## src/rtl/sccb_camera_configurator_pkg.sv

```systemverilog
// Shared types and constants for the SCCB camera bring-up controller.
package cam_cfg_pkg;

  typedef enum logic [3:0] {
    PWR_DN     = 4'd0,
    RST_ASSERT = 4'd1,
    BOOT       = 4'd2,
    FETCH      = 4'd3,
    DECODE     = 4'd4,
    ISSUE      = 4'd5,
    WAIT_ACK   = 4'd6,
    DELAY      = 4'd7,
    DONE       = 4'd8,
    ERROR      = 4'd9
  } cfg_state_t;

  // Table entry that terminates the walk.
  localparam logic [15:0] END_MARKER = 16'hFFFF;
  // High byte that turns an entry into a millisecond delay.
  localparam logic [7:0]  DELAY_TAG  = 8'hF0;

  // Larger of two integers; used to size shared counters.
  function automatic int max2(input int a, input int b);
    return (a > b) ? a : b;
  endfunction

endpackage

```

## src/rtl/sccb_camera_configurator_if.sv

```systemverilog
// Handshake between the configurator and the SCCB byte engine.
interface sccb_camera_configurator_if;
  logic       sccb_start;
  logic [7:0] sccb_id;
  logic [7:0] sccb_reg;
  logic [7:0] sccb_val;
  logic       sccb_busy;
  logic       sccb_done;
  logic       sccb_nack;

  modport master (
    output sccb_start, sccb_id, sccb_reg, sccb_val,
    input  sccb_busy, sccb_done, sccb_nack
  );

  modport slave (
    input  sccb_start, sccb_id, sccb_reg, sccb_val,
    output sccb_busy, sccb_done, sccb_nack
  );
endinterface

```

## src/rtl/sccb_camera_configurator_xclk.sv

```systemverilog
// Free-running camera master clock divider; only rst stops it.
module cam_xclk_gen #(
  parameter int XCLK_DIV = 2
) (
  input  logic clk,
  input  logic rst,
  output logic xclk
);
  localparam int HALF = XCLK_DIV / 2;
  localparam int W    = (HALF > 1) ? $clog2(HALF) : 1;

  logic [W-1:0] cnt_q, cnt_d;
  logic         xclk_q, xclk_d;

  // Toggle xclk every HALF clk edges.
  always_comb begin
    cnt_d  = cnt_q;
    xclk_d = xclk_q;
    if (cnt_q == W'(HALF - 1)) begin
      cnt_d  = '0;
      xclk_d = ~xclk_q;
    end else begin
      cnt_d  = cnt_q + W'(1);
    end
  end

  // Divider state registers.
  always_ff @(posedge clk) begin
    if (rst) begin
      cnt_q  <= '0;
      xclk_q <= 1'b0;
    end else begin
      cnt_q  <= cnt_d;
      xclk_q <= xclk_d;
    end
  end

  assign xclk = xclk_q;
endmodule

```

## src/rtl/sccb_camera_configurator.sv

```systemverilog
// Camera bring-up: power sequencing, then one SCCB write per ROM table entry,
// with delay/end markers, NACK retries and a restart path that skips power-up.
module sccb_camera_configurator
  import cam_cfg_pkg::*;
#(
  parameter logic [7:0] CAMERA_ID     = 8'h42,
  parameter int         NUM_REGS      = 256,
  parameter int         XCLK_DIV      = 2,
  parameter int         PWDN_CYCLES   = 1000,
  parameter int         RESET_CYCLES  = 1000,
  parameter int         BOOT_CYCLES   = 100000,
  parameter int         CYCLES_PER_MS = 100000,
  parameter int         MAX_RETRY     = 3,
  localparam int        ADDR_W        = $clog2(NUM_REGS + 1)
) (
  input  logic                 clk,
  input  logic                 rst,
  input  logic                 restart,
  output logic [ADDR_W-1:0]    rom_addr,
  input  logic [15:0]          rom_data,
  sccb_camera_configurator_if.master sccb,
  output logic                 xclk,
  output logic                 pwdn,
  output logic                 cam_reset_n,
  output logic                 config_finished,
  output logic                 config_error,
  output logic [ADDR_W-1:0]    error_addr
);
  // One counter serves the power phases and the per-ms tick; ms count is separate,
  // so a 255 ms delay needs only CYCLES_PER_MS range here.
  localparam int CNT_MAX = max2(max2(PWDN_CYCLES, RESET_CYCLES), max2(BOOT_CYCLES, CYCLES_PER_MS));
  localparam int CNT_W   = $clog2(CNT_MAX + 1);
  localparam int RETRY_W = (MAX_RETRY > 0) ? $clog2(MAX_RETRY + 1) : 1;

  cfg_state_t          state_q, state_d;
  logic [CNT_W-1:0]    cnt_q, cnt_d;
  logic [7:0]          ms_q, ms_d;
  logic [RETRY_W-1:0]  retry_q, retry_d;
  logic [ADDR_W-1:0]   rom_addr_q, rom_addr_d;
  logic [ADDR_W-1:0]   error_addr_q, error_addr_d;
  logic [7:0]          reg_q, reg_d, val_q, val_d;
  logic                start_q, start_d;
  logic                pwdn_q, pwdn_d;
  logic                cam_reset_n_q, cam_reset_n_d;
  logic                finished_q, finished_d;
  logic                error_q, error_d;

  cam_xclk_gen #(.XCLK_DIV(XCLK_DIV)) u_xclk (
    .clk  (clk),
    .rst  (rst),
    .xclk (xclk)
  );

  // Next-state logic for the sequencer, table walk and retry bookkeeping.
  always_comb begin
    state_d       = state_q;
    cnt_d         = cnt_q;
    ms_d          = ms_q;
    retry_d       = retry_q;
    rom_addr_d    = rom_addr_q;
    error_addr_d  = error_addr_q;
    reg_d         = reg_q;
    val_d         = val_q;
    start_d       = 1'b0;
    pwdn_d        = pwdn_q;
    cam_reset_n_d = cam_reset_n_q;
    case (state_q)
      PWR_DN: begin
        if (cnt_q == CNT_W'(PWDN_CYCLES - 1)) begin
          cnt_d   = '0;
          pwdn_d  = 1'b0;
          state_d = RST_ASSERT;
        end else begin
          cnt_d = cnt_q + CNT_W'(1);
        end
      end
      RST_ASSERT: begin
        if (cnt_q == CNT_W'(RESET_CYCLES - 1)) begin
          cnt_d         = '0;
          cam_reset_n_d = 1'b1;
          state_d       = BOOT;
        end else begin
          cnt_d = cnt_q + CNT_W'(1);
        end
      end
      BOOT: begin
        if (cnt_q == CNT_W'(BOOT_CYCLES - 1)) begin
          cnt_d   = '0;
          state_d = FETCH;
        end else begin
          cnt_d = cnt_q + CNT_W'(1);
        end
      end
      FETCH: begin
        // ROM registers rom_addr this cycle; data is usable in DECODE.
        state_d = DECODE;
      end
      DECODE: begin
        if ((rom_addr_q == ADDR_W'(NUM_REGS)) || (rom_data == END_MARKER)) begin
          state_d = DONE;
        end else if (rom_data[15:8] == DELAY_TAG) begin
          ms_d    = rom_data[7:0];
          cnt_d   = '0;
          state_d = DELAY;
        end else begin
          reg_d   = rom_data[15:8];
          val_d   = rom_data[7:0];
          state_d = ISSUE;
        end
      end
      DELAY: begin
        // A zero-length delay still spends this one cycle here.
        if ((ms_q == 8'd0) ||
            ((ms_q == 8'd1) && (cnt_q == CNT_W'(CYCLES_PER_MS - 1)))) begin
          cnt_d      = '0;
          rom_addr_d = rom_addr_q + ADDR_W'(1);
          state_d    = FETCH;
        end else if (cnt_q == CNT_W'(CYCLES_PER_MS - 1)) begin
          cnt_d = '0;
          ms_d  = ms_q - 8'd1;
        end else begin
          cnt_d = cnt_q + CNT_W'(1);
        end
      end
      ISSUE: begin
        if (!sccb.sccb_busy) begin
          start_d = 1'b1;
          state_d = WAIT_ACK;
        end else begin
          state_d = ISSUE;
        end
      end
      WAIT_ACK: begin
        if (sccb.sccb_done) begin
          if (!sccb.sccb_nack) begin
            retry_d    = '0;
            rom_addr_d = rom_addr_q + ADDR_W'(1);
            state_d    = FETCH;
          end else if (retry_q != RETRY_W'(MAX_RETRY)) begin
            retry_d = retry_q + RETRY_W'(1);
            state_d = ISSUE;
          end else begin
            error_addr_d = rom_addr_q;
            state_d      = ERROR;
          end
        end else begin
          state_d = WAIT_ACK;
        end
      end
      DONE, ERROR: begin
        if (restart) begin
          rom_addr_d   = '0;
          retry_d      = '0;
          error_addr_d = '0;
          state_d      = FETCH;
        end else begin
          state_d = state_q;
        end
      end
      default: begin
        state_d = PWR_DN;
      end
    endcase
    finished_d = (state_d == DONE);
    error_d    = (state_d == ERROR);
  end

  // State and output registers; rst returns everything to power-down.
  always_ff @(posedge clk) begin
    if (rst) begin
      state_q       <= PWR_DN;
      cnt_q         <= '0;
      ms_q          <= 8'd0;
      retry_q       <= '0;
      rom_addr_q    <= '0;
      error_addr_q  <= '0;
      reg_q         <= 8'd0;
      val_q         <= 8'd0;
      start_q       <= 1'b0;
      pwdn_q        <= 1'b1;
      cam_reset_n_q <= 1'b0;
      finished_q    <= 1'b0;
      error_q       <= 1'b0;
    end else begin
      state_q       <= state_d;
      cnt_q         <= cnt_d;
      ms_q          <= ms_d;
      retry_q       <= retry_d;
      rom_addr_q    <= rom_addr_d;
      error_addr_q  <= error_addr_d;
      reg_q         <= reg_d;
      val_q         <= val_d;
      start_q       <= start_d;
      pwdn_q        <= pwdn_d;
      cam_reset_n_q <= cam_reset_n_d;
      finished_q    <= finished_d;
      error_q       <= error_d;
    end
  end

  assign rom_addr        = rom_addr_q;
  assign error_addr      = error_addr_q;
  assign pwdn            = pwdn_q;
  assign cam_reset_n     = cam_reset_n_q;
  assign config_finished = finished_q;
  assign config_error    = error_q;
  assign sccb.sccb_start = start_q;
  assign sccb.sccb_id    = CAMERA_ID;
  assign sccb.sccb_reg   = reg_q;
  assign sccb.sccb_val   = val_q;
endmodule

```

## src/flat_wrapper.sv

```systemverilog
// flat-port wrapper written by rule: the top's interface ports become plain ports
module sccb_camera_configurator_flat import cam_cfg_pkg::*;
#(
  parameter logic [7:0] CAMERA_ID     = 8'h42,
  parameter int         NUM_REGS      = 256,
  parameter int         XCLK_DIV      = 2,
  parameter int         PWDN_CYCLES   = 1000,
  parameter int         RESET_CYCLES  = 1000,
  parameter int         BOOT_CYCLES   = 100000,
  parameter int         CYCLES_PER_MS = 100000,
  parameter int         MAX_RETRY     = 3,
  localparam int        ADDR_W        = $clog2(NUM_REGS + 1)
)
  (clk, rst, restart, rom_addr, rom_data, xclk, pwdn, cam_reset_n, config_finished, config_error, error_addr, sccb_sccb_start, sccb_sccb_id, sccb_sccb_reg, sccb_sccb_val, sccb_sccb_busy, sccb_sccb_done, sccb_sccb_nack);
  sccb_camera_configurator_if sccb_i ();
  input  logic clk;
  input  logic rst;
  input  logic restart;
  output logic [ADDR_W-1:0] rom_addr;
  input  logic [15:0] rom_data;
  output logic xclk;
  output logic pwdn;
  output logic cam_reset_n;
  output logic config_finished;
  output logic config_error;
  output logic [ADDR_W-1:0] error_addr;
  output wire logic [$bits(sccb_i.sccb_start)-1:0] sccb_sccb_start;
  output wire logic [$bits(sccb_i.sccb_id)-1:0] sccb_sccb_id;
  output wire logic [$bits(sccb_i.sccb_reg)-1:0] sccb_sccb_reg;
  output wire logic [$bits(sccb_i.sccb_val)-1:0] sccb_sccb_val;
  input wire logic [$bits(sccb_i.sccb_busy)-1:0] sccb_sccb_busy;
  input wire logic [$bits(sccb_i.sccb_done)-1:0] sccb_sccb_done;
  input wire logic [$bits(sccb_i.sccb_nack)-1:0] sccb_sccb_nack;
  assign sccb_sccb_start = sccb_i.sccb_start;
  assign sccb_sccb_id = sccb_i.sccb_id;
  assign sccb_sccb_reg = sccb_i.sccb_reg;
  assign sccb_sccb_val = sccb_i.sccb_val;
  assign sccb_i.sccb_busy = sccb_sccb_busy;
  assign sccb_i.sccb_done = sccb_sccb_done;
  assign sccb_i.sccb_nack = sccb_sccb_nack;
  sccb_camera_configurator #(.CAMERA_ID(CAMERA_ID), .NUM_REGS(NUM_REGS), .XCLK_DIV(XCLK_DIV), .PWDN_CYCLES(PWDN_CYCLES), .RESET_CYCLES(RESET_CYCLES), .BOOT_CYCLES(BOOT_CYCLES), .CYCLES_PER_MS(CYCLES_PER_MS), .MAX_RETRY(MAX_RETRY)) u_core (.clk(clk), .rst(rst), .restart(restart), .rom_addr(rom_addr), .rom_data(rom_data), .sccb(sccb_i), .xclk(xclk), .pwdn(pwdn), .cam_reset_n(cam_reset_n), .config_finished(config_finished), .config_error(config_error), .error_addr(error_addr));
endmodule
```

## config.mk

```make
export PLATFORM = sky130hd
export DESIGN_NAME = sccb_camera_configurator_flat
export DESIGN_NICKNAME = d
export VERILOG_FILES = /design/src/rtl/sccb_camera_configurator_pkg.sv /design/src/rtl/sccb_camera_configurator_if.sv /design/src/rtl/sccb_camera_configurator_xclk.sv /design/src/rtl/sccb_camera_configurator.sv /design/src/flat_wrapper.sv
export SDC_FILE = /design/constraint.sdc
export NUM_CORES = 1
export LEC_CHECK = 0
export ABC_AREA = 1
export CAP_MARGIN = 40
export CORE_UTILIZATION = 48
export DETAILED_ROUTE_END_ITERATION = 10
export DONT_BUFFER_PORTS = 1
export SETUP_SLACK_MARGIN = 0.4
export SYNTH_ARGS = -nofsm -noshare
export SYNTH_HDL_FRONTEND = slang
export SYNTH_SLANG_ARGS = --single-unit
```

## constraint.sdc

```tcl
create_clock -name clk -period 3 [get_ports clk]
set_input_delay 0 -clock clk [delete_from_list [all_inputs] [get_ports clk]]
set_output_delay 0 -clock clk [all_outputs]
set_load 0.05 [all_outputs]
```

## Word-level counts from Yosys, hierarchy flattened

Cells that the tools add are included.

| storage, ports and cells | value |
|---|---|
| flip-flop bits (word level) | 72 |
| logic and storage cells | 113 |
| output and inout port bits | 48 |

| cells by class | value |
|---|---|
| equality and inequality tests | 29 |
| reduce and logical (&&, ||, !) cells | 21 |
| multiplexer cells | 38 |
| $add $sub $neg | 5 |
| bitwise gates (word level) | 5 |

Operator list:

| operator | number |
|---|---|
| two-way mux 17 bit | 5 |
| one-hot mux 17 bit (4 select lines) | 1 |
| two-way mux 9 bit | 7 |
| two-way mux 4 bit | 9 |
| one-hot mux 4 bit (9 select lines) | 1 |
| two-way mux 8 bit | 4 |
| one-hot mux 9 bit (3 select lines) | 1 |
| one-hot mux 9 bit (2 select lines) | 1 |
| adder 17 x 1 -> 17 bit (second input constant) | 1 |
| == test 17 x 10 -> 1 bit (second input constant) | 1 |
| == test 17 bit (second input constant) | 1 |
| == test 16 bit (second input constant) | 1 |
| == test 4 x 3 -> 1 bit (second input constant) | 4 |
| == test 4 bit (second input constant) | 4 |
| != test 2 bit (second input constant) | 8 |
| one-hot mux 8 bit (2 select lines) | 1 |
| AND reduction 5 bit | 3 |
| two-way mux 2 bit | 6 |
| adder 9 x 1 -> 9 bit (second input constant) | 1 |
| == test 9 bit (second input constant) | 1 |
| == test 4 x 2 -> 1 bit (second input constant) | 2 |
| == test 8 x 1 -> 1 bit (second input constant) | 1 |
| == test 8 bit (second input constant) | 1 |
| zero test 8 bit | 1 |
| other kinds (19) | 32 |

## Longest topological paths before layout

Gate-level depths: netlist of the first run.

| depth | value |
|---|---|
| depth in word-level cells | 6 |
| mapped depth | 14 |
| mapped depth without buffers | 14 |

## Cells and area by module

From an unflattened synthesis of the first run, not the netlist that was laid out.

| second synthesis, totals | value |
|---|---|
| cells, all modules | 632 |
| area total of the unflattened synthesis | 4016.4 um2 |

Modules (own cells, without submodules):

| module | area an instance (um2) | times used | cells each |
|---|---|---|---|
| sccb_camera_configurator | 3950.0 | 1 | 623 |
| cam_xclk_gen | 66.3 | 1 | 9 |

## Worst setup path before layout of the first run

Ideal clock, no wire load.

| timing | value |
|---|---|
| path kind | register to register |
| start point | register u_core.rom_addr_q[0], in the netlist u_core.rom_addr[0] |
| end point | register u_core.reg_q[1], in the netlist u_core.sccb.sccb_reg[1] |
| clock period less this slack | 2.111 ns |
| data required time | 2.884 ns |
| buffers on the path | 1 |
| library setup time | 0.116 ns |
| arrival time | 1.995 ns |
| stages on the path, launching flop included | 14 |
| path slack | 0.889 ns |
| cells stage by stage | dfxtp_1 -> inv_1 -> ha_1 -> nand2_1 -> nor2_1 -> nand3_1 -> o21ai_1 -> nor2_2 -> inv_2 -> nor2_4 -> inv_2 -> buf_2 -> nor2_1 -> nor2_1 |

| on the way | value |
|---|---|
| word-level cells in the longest chain between the ends | 4 |

RTL lines:

| item | RTL line | RTL |
|---|---|---|
| from (decl) | sccb_camera_configurator.sv:39 | `logic [ADDR_W-1:0] rom_addr_q, rom_addr_d;` |
| from (signal assigned) | sccb_camera_configurator.sv:189 | `rom_addr_q <= rom_addr_d;` |
| == test 9 bit | sccb_camera_configurator.sv:99 | `if ((rom_addr_q == ADDR_W'(NUM_REGS)) \|\| (rom_data == END_MARKER)) begin` |
| logical OR 1 bit | sccb_camera_configurator.sv:99 |  |
| inverter 1 bit (no source line) | n/a |  |
| AND reduction 3 bit (no source line) | n/a |  |
| to (signal assigned) | sccb_camera_configurator.sv:191 | `reg_q <= reg_d;` |
| to (decl) | sccb_camera_configurator.sv:41 | `logic [7:0] reg_q, reg_d, val_q, val_d;` |

Every way passes these cells.
A chain may end at the register's enable or synchronous reset.

## Final worst setup path of the first run

| timing | value |
|---|---|
| start point | register u_core.state_q[1] |
| end point | register u_core.cnt_q[14] |

| on the way | value |
|---|---|
| word-level cells in the longest chain between the ends | 4 |
| elaborated cells between the ends (all ways) | 11 |
| those cells by class | eq/ne (6); mux (1); reduce/logical (4) |

RTL lines:

| item | RTL line | RTL |
|---|---|---|
| from (decl) | sccb_camera_configurator.sv:35 | `cfg_state_t state_q, state_d;` |
| from (signal assigned) | sccb_camera_configurator.sv:185 | `state_q <= state_d;` |
| == test 4 x 1 -> 1 bit or zero test 4 bit (tied branches) | sccb_camera_configurator.sv:67 | `case (state_q)` |
| OR reduction 2 bit (no source line) | n/a |  |
| nonzero test 4 bit (no source line) | n/a |  |
| AND reduction 3 bit (no source line) | n/a |  |
| to (signal assigned) | sccb_camera_configurator.sv:186 | `cnt_q <= cnt_d;` |
| to (decl) | sccb_camera_configurator.sv:36 | `logic [CNT_W-1:0] cnt_q, cnt_d;` |

Parallel ways exist; a longest one is shown, timed or not.

==> impl_metrics.toml, run 1 <==
[setup_path]
path_delay_family = "simple AND/OR/NAND/NOR gates"
worstPathCellList = "nand2_1 > nor2_2 > buf_4 > inv_2 > nand3_1 > nand3_4 > nor2_1 > nand2_1 > nand2_2 > nor2_1"
critPathBufInv = 2
critPathSlowestCell = "dfxtp_1"
worstPathRequired_ns = 3.24
worstSetupPathType = "flip-flop to flip-flop"
crit_path_start_kind = "flip-flop"
crit_path_max_incr_delay_ns = 0.42
arrival_ns = 2.40
endpoint_kind = "flip-flop"
cp_max_fo = 19

[clock_network]
cts.sinks = 72
htree_num_levels = 3
cts_tree = "built"
clkTransAtPathRegs_ns = 0.09
clk_path_buf_depth = 2
cts_buffers = 9
clock_latency_ns = 0.36
post-cts-setup-buffers = 0
root_buffer = "clkbuf_8"

[route]
drc = 0
ant_nets = 0
firstDrtPassIters = 5
vias = 4004
viasPerCell = 5.36
drt_iter0_drc = 183
drt-total-wl_mm = 10.8
routedWlPerCell_um = 14.4

[sta]
fin_skew_ns = 0.0135
tightest_slew_ns = 0.602
finalCritPeriodShare = 0.720
hold_violations = 0
maxSlewViolCount = 0
hold_ws_ns = 0.00923
max_freq_mhz = 463
slew_headroom = 0.598
setup_tns_ns = 0
finalCriticalPeriod_ns = 2.16
rsz0062_at_grt = "no"
setup_viol = 0

[yosys]
yosysTopAreaCell = "dfxtp_1"
synth_edf_count = 0
ys.flop_type = "dfxtp_1"
syn_avg_cell_area_um2 = 6.61
async_flop_share = 0
yosys_warnings = 0
synth.distinct_cells = 35
syn-cell-area_um2 = 4070
synthTopCellsByArea = "dfxtp_1 35%, nand2_1 12%, nor2_1 9.0%"
synth_top_area_frac = 0.355
ys_ff_latch = 72
synth-seq-area-share = 0.355
syn_inst = 615

[flow_run]
cap_violations = 0

[die]
top_level_ports = 70
start_util = 0.495
die_area_um2 = 8840
die_y_um = 94.0
rows = 33
die_w_um = 94.0
core-area_um2 = 8220

[power_and_ir_drop]
ir_drop_mv = 0.235
comb_power_share = 0.048
internal_power_uw = 1380
seqPwrFrac = 0.524
power_density_nw_per_um2 = 408
leakagePower_uw = 0.00187
p_sw_frac = 0.254
power.net_switching_uw = 471
pwr-share-clk = 0.427

[layout]
drive_gt1_frac = 0.103
area_delta_synth_final_pct = 11.8
n_antenna_cell = 0
largest_register_ff_count = 17
final_nets = 665
regMostFlops = "u_core.cnt_q"

[global_route]
grt_max_degree = 37
antenna_found_initial = 0
gr-usage-met2 = 0.414
met3_usage = 0.0477
overflow = 0
grt_first_pass_wirelength_mm = 17.5
busiest_layer = "met2"
grt_pass1_vias = 3671
gr-usage-met1 = 0.330
grt.total_usage = 0.253

[place]
dp_hpwl_mm = 7.68
portBuffers = 0
place.gp.congestion = 0.953

[min_path]
min_path_type = "input pin to flip-flop"

[status]
status = "complete, no violations"
-- cell families after synthesis --
kind of cell / synth area share
fa+ha+maj: 0.0185
flops: 0.355
compound gates: 0.117
simple gates: 0.385
other cells: 0.00185
buf+inv: 0.0988
xor+xnor: 0.0237
-- layout by cell type (no fill, tap or decap), drive strengths merged, types with 12 or more instances in the layout --
master,n
nand4,14
dfxtp,72
nor2,106
buf,12
inv,63
dlygate4sd3,19
nand3,68
nor3,13
nand2,145
o21ai,31
a21oi,42
-- synth_stat cells, types with 8 or more instances --
cell type  instances
dfxtp_1           72
nand2_1          135
o21ai_0           26
nand3_1           65
buf_4             10
inv_2             13
clkbuf_1           8
nor3_1            13
xor2_1             8
inv_1             49
a21oi_1           40
nor2_1            98
nand4_1           14
-- stage by stage --
stage          power [µW]  cell area [µm²]  cells  worst slack, ns   util
2_1_floorplan        1060             4090    622            0.889      -
3_3_place_gp         1050             4140    711            0.916  0.503
3_5_place_dp         1050             4140    711            0.886  0.503
4_1_cts              1860             4540    747            0.858  0.553
5_1_grt              1910             4540    747            0.620  0.553
6_report             1850             4540    747            0.840  0.553
-- power groups by stage --
stage	combinational [µW]	clock (µW)	sequential, µW
floorplan	64.7	0	992
global placement	54.4	0	993
detailed placement	54.9	0	993
CTS	89.4	803	970
global route	98.1	838	971
finish	89.4	791	971
-- metal layers --
layer / wire, µm / vias to the layer above
met3: 679 / 18
met2: 4900 / 128
met5: 0 / -
met4: 225 / 0
met1: 4950 / 1836
li1: - / 2022
-- repair_timing --
item	CTS	global route
resized for setup	0	0
hold endpoints to repair	52	0
hold buffers	20	0
-- worst min-delay path: stages --
cell and delay [ns]:
a21oi_1 0.05, nand4_1 0.09, nor2_1 0.07, a21oi_1 0.12
-- final timing paths --
check                           cells after the start         startpoint                end  slack, ns
worst max-delay path                               10  u_core.state_q[1]   u_core.cnt_q[14]       0.84
worst min-delay path                                4     sccb_sccb_done  u_core.state_q[0]      0.009
worst max register to register                     10  u_core.state_q[1]   u_core.cnt_q[14]       0.84
worst min register to register                      2     u_core.ms_q[1]     u_core.ms_q[1]       0.49
-- final cells by class --
cell class,count,area [µm²]
clock buffer,10,128
clock inverter,6,68.8
fill,843,3670
inverter,62,233
multi-input combinational,461,2250
sequential,72,1440
tap,105,131
timing repair buffer,31,293
Note: power is estimated with default switching activity, not from simulation.
==> inputs of run 2 (changes only) <==
Clock period 3 ns to 2.2 ns, I/O delays scaled along.
==> impl_metrics.toml, run 2 (same netlist as run 1, synthesis figures left out) <==
[route]
viasPerCell = 5.38
routedWlPerCell_um = 14.6
firstDrtPassIters = 5
drt_iter0_drc = 253
drc = 0
vias = 4181
ant_nets = 0
drt-total-wl_mm = 11.4

[sta]
maxSlewViolCount = 0
max_freq_mhz = 563
setup_tns_ns = 0
slew_headroom = 0.448
rsz0062_at_grt = "yes"
finalCritPeriodShare = 0.807
tightest_slew_ns = 0.827
hold_violations = 0
finalCriticalPeriod_ns = 1.78
setup_viol = 0
fin_skew_ns = 0.0166

[power_and_ir_drop]
seqPwrFrac = 0.536
leakagePower_uw = 0.00207
power.net_switching_uw = 660
p_sw_frac = 0.267
pwr-share-clk = 0.408
ir_drop_mv = 0.361
internal_power_uw = 1810
power_density_nw_per_um2 = 492
comb_power_share = 0.056

[layout]
layout_commonest_cell = "nand2_1"
final_cell_mix = "131 x nand2_1, 85 x nor2_1, 57 x nand3_1"
largest_register_ff_count = 17
instances_no_fill = 777
final_nets = 695
drive_gt1_frac = 0.225
fill_cells = 774
n_antenna_cell = 0
seq_area_um2 = 1470
area_delta_synth_final_pct = 23.6
multi_input_area_um2 = 2480
regMostFlops = "u_core.cnt_q"

[place]
portBuffers = 0
dp_hpwl_mm = 7.61
dpl.cell_count = 720
place.gp.congestion = 0.894

[clock_network]
htree_num_levels = 3
root_buffer = "clkbuf_8"
cts.sinks = 72
cts_tree = "built"
cts_buffers = 9
clkTransAtPathRegs_ns = 0.08
clock_latency_ns = 0.36
clk_path_buf_depth = 2

[global_route]
grt_pass1_vias = 3852
grt_first_pass_wirelength_mm = 18.3
grt.total_usage = 0.266
overflow = 0
grt_max_degree = 37
antenna_found_initial = 0

[setup_path]
cp_max_fo = 8
worstPathRequired_ns = 2.44
worstSetupPathType = "flip-flop to flip-flop"
arrival_ns = 2.01
crit_path_start_kind = "flip-flop"
endpoint_kind = "flip-flop"

[die]
die_w_um = 94.0
die_area_um2 = 8840
start_util = 0.495
die_y_um = 94.0
rows = 33
top_level_ports = 70
core-area_um2 = 8220

[min_path]
min_path_type = "input pin to flip-flop"

[flow_run]
cap_violations = 0

[status]
status = "complete, no violations"
## run 2: cell types whose count changed in the layout (fill, tap and decap cells not counted), moves of 4 or more
cell | previous run | this run
buf_4 | 11 | 32
inv_4 | 0 | 4
dfxtp_2 | 0 | 13
nand3_1 | 65 | 57
dfxtp_1 | 72 | 55
inv_1 | 49 | 45
nor2_1 | 98 | 85
nand2_4 | 4 | 8
nand3_2 | 1 | 7
nor2_2 | 6 | 16
nand2_1 | 135 | 131
dfxtp_4 | 0 | 4
## run 2: stage by stage
| step | area [µm²] | power, µW | hold slack, ns | setup slack [ns] | util |
|---|---|---|---|---|---|
| 2_1_floorplan | 4110 | 1440 | 0.0793 | 0.413 | - |
| 3_3_place_gp | 4220 | 1430 | 0.0739 | 0.168 | 0.513 |
| 3_5_place_dp | 4220 | 1430 | 0.0768 | 0.161 | 0.513 |
| 4_1_cts | 4780 | 2490 | 0.0130 | 0.400 | 0.581 |
| 5_1_grt | 5030 | 2570 | 0.104 | 0.319 | 0.612 |
| 6_report | 5030 | 2470 | 0.0620 | 0.424 | 0.612 |
## run 2: power groups by stage
stage          clock [µW]  sequential, µW  combinational (µW)
2_1_floorplan           0            1350                88.2
3_3_place_gp            0            1350                74.6
3_5_place_dp            0            1350                76.1
4_1_cts              1030            1320                 133
5_1_grt              1090            1330                 150
6_report             1010            1320                 138
## run 2: layout make-up
class	count	area share
flip-flops and latches	72	0.293
repair buffers	58	0.103
clock inverters	6	0.00971
multi-input cells	464	0.493
well taps	105	0.0261
inverters	62	0.0478
clock buffers	10	0.0274
## run 2: worst max-delay path, stage by stage, from the launching register on
cell,delay (ns)
dfxtp_1,0.45
nand3_1,0.10
nor2_1,0.21
nand4_1,0.24
nand3_2,0.19
nand2_1,0.06
nand2_1,0.07
nand2_2,0.10
nand2_4,0.16
nor2_1,0.07
## run 2: metal layers
metal	up-vias	wire (µm)	GRT usage
met1	1936	5180	0.355
met4	0	73	0.0731
li1	2080	-	-
met5	-	0	0
met3	8	763	0.0534
met2	157	5360	0.432
## run 2: final timing paths
| check | start | to | slack, ns | depth (start not counted) |
|---|---|---|---|---|
| worst max-delay path | u_core.cnt_q[9] | u_core.cnt_q[16] | 0.42 | 9 |
| worst min-delay path | sccb_sccb_nack | u_core.state_q[2] | 0.06 | 4 |
| worst max register to register | u_core.cnt_q[9] | u_core.cnt_q[16] | 0.42 | 9 |
| worst min register to register | u_core.ms_q[6] | u_core.ms_q[6] | 0.48 | 2 |
## run 2: repair_timing
action	in CTS	in global routing
pin swaps	4	17
setup buffers	7	8
hold buffers	22	0
resized for setup	20	51
gates cloned	2	2
endpoints found under the hold margin	53	0
setup endpoints to repair	54	63
==> inputs of run 3 (changes only) <==
Settings changed: PLACE_DENSITY from default to 0.65.
Clock period 2.2 ns to 1.55 ns, I/O delays scaled along.
==> impl_metrics.toml, run 3 (same netlist as run 1, synthesis figures left out) <==
[status]
status = "finished with violations"
violations = "hold timing, setup timing"

[layout]
stdcell_area_um2 = 6460
utilization = 0.786
fill_cells = 537
n_antenna_cell = 0
area_delta_synth_final_pct = 58.9
final_cell_mix = "130 x buf_4, 117 x nand2_1, 79 x nor2_1"
largest_register_ff_count = 17
drive_gt1_frac = 0.426
multi_input_area_um2 = 2800
seq_area_um2 = 1480
final_nets = 811
regMostFlops = "u_core.cnt_q"
layout_commonest_cell = "buf_4"

[place]
dp_hpwl_mm = 8.41
place.gp.congestion = 0.887
portBuffers = 0
postPlaceCellArea_um2 = 5290

[clock_network]
clkTransAtPathRegs_ns = 0.08
cts.sinks = 72
htree_num_levels = 3
clk_path_buf_depth = 2
cts_tree = "built"
cts_hold_buffers = 16
clock_latency_ns = 0.35
root_buffer = "clkbuf_8"
cts_buffers = 9

[die]
die_y_um = 94.0
rows = 33
core-area_um2 = 8220
die_w_um = 94.0
top_level_ports = 70
start_util = 0.495
die_area_um2 = 8840

[global_route]
grt_first_pass_wirelength_mm = 20.5
overflow = 0
antenna_found_initial = 0
grt_max_degree = 38
grt_pass1_vias = 4499
grt.total_usage = 0.296

[sta]
setup_tns_ns = -9.84
hold_ws_ns = -0.286
fin_skew_ns = 0.0122
setup_ws_ns = -0.241
finalCriticalPeriod_ns = 1.79
slew_headroom = 0.390
hold_violations = 36
maxSlewViolCount = 0
tightest_slew_ns = 0.915
rsz0062_at_grt = "yes"
max_freq_mhz = 558
finalCritPeriodShare = 1.16
setup_viol = 67

[setup_path]
worstSetupPathType = "flip-flop to flip-flop"
cp_max_fo = 4
arrival_ns = 2.06
endpoint_kind = "flip-flop"
crit_path_start_kind = "flip-flop"
worstPathRequired_ns = 1.82

[route]
drc = 0
drt-total-wl_mm = 14.5
ant_nets = 0
firstDrtPassIters = 6
viasPerCell = 5.49
vias = 4907
drt_iter0_drc = 243
routedWlPerCell_um = 16.3

[power_and_ir_drop]
leakagePower_uw = 0.00275
ir_drop_mv = 0.461
power_density_nw_per_um2 = 556
fin_total_pwr_uw = 3590

[flow_run]
cap_violations = 0

[min_path]
min_path_type = "input pin to flip-flop"
## run 3: cell types whose count changed in the layout (fill, tap and decap cells not counted), moves of 14 or more
cell	delta
a21oi_1	-18
nand2_1	-14
buf_6	+16
buf_4	+98
o21ai_0	-16
a21oi_2	+18
## run 3: worst paths after layout
path	from	endpoint	slack, ns	depth (start not counted)
hold / removal	rst	u_core.ms_q[5]	-0.29	1
setup / recovery	u_core.state_q[0]	u_core.config_finished	-0.24	9
setup reg to reg	u_core.state_q[0]	u_core.config_finished	-0.24	9
hold reg to reg	u_core.error_addr[2]	u_core.error_addr[2]	0.47	2
## run 3: what timing repair did
action,4_1_cts,5_1_grt
gates cloned,4,1
pin swaps,43,27
buffers inserted,6,14
resized for setup,94,70
endpoints found under the hold margin,52,36
endpoints found under the setup margin,69,69
## run 3: cell type report
type | instances | area share
timing repair inverter | 2 | 0.00426
multi-input combinational | 462 | 0.434
clock inverter | 4 | 0.00833
timing repair buffer | 174 | 0.241
inverter | 62 | 0.0415
clock buffer | 12 | 0.0225
tap | 105 | 0.0203
sequential | 72 | 0.229
## run 3: worst max-delay path, cell delays in order (launching register included)
cell	delay, ns
dfxtp_4	0.38
buf_6	0.13
nor2_4	0.14
nand2_4	0.10
inv_6	0.09
nand3_4	0.08
buf_4	0.16
o211ai_1	0.33
nand3_1	0.15
nor2_1	0.16
## run 3: metal layers
metal	part of all wire	up-vias	track usage
li1	-	2321	-
met1	0.39	2298	0.350
met2	0.51	238	0.526
met3	0.064	50	0.0461
met4	0.038	0	0.128
met5	0	-	0
## run 3: power by group
| group | total (µW) | leakage [µW] | internal [µW] | switching, µW |
|---|---|---|---|---|
| clock | 1520 | 0.0000928 | 792 | 727 |
| combinational | 211 | 0.00206 | 82.1 | 129 |
| sequential | 1860 | 0.000591 | 1850 | 9.94 |
| total | 3590 | 0.00275 | 2720 | 866 |
## run 3: per-stage QoR
step,setup slack [ns],cells
floorplan,-0.143,622
global placement,-0.104,836
detailed placement,-0.181,836
CTS,-0.131,878
global route,-0.316,893
finish,-0.241,893
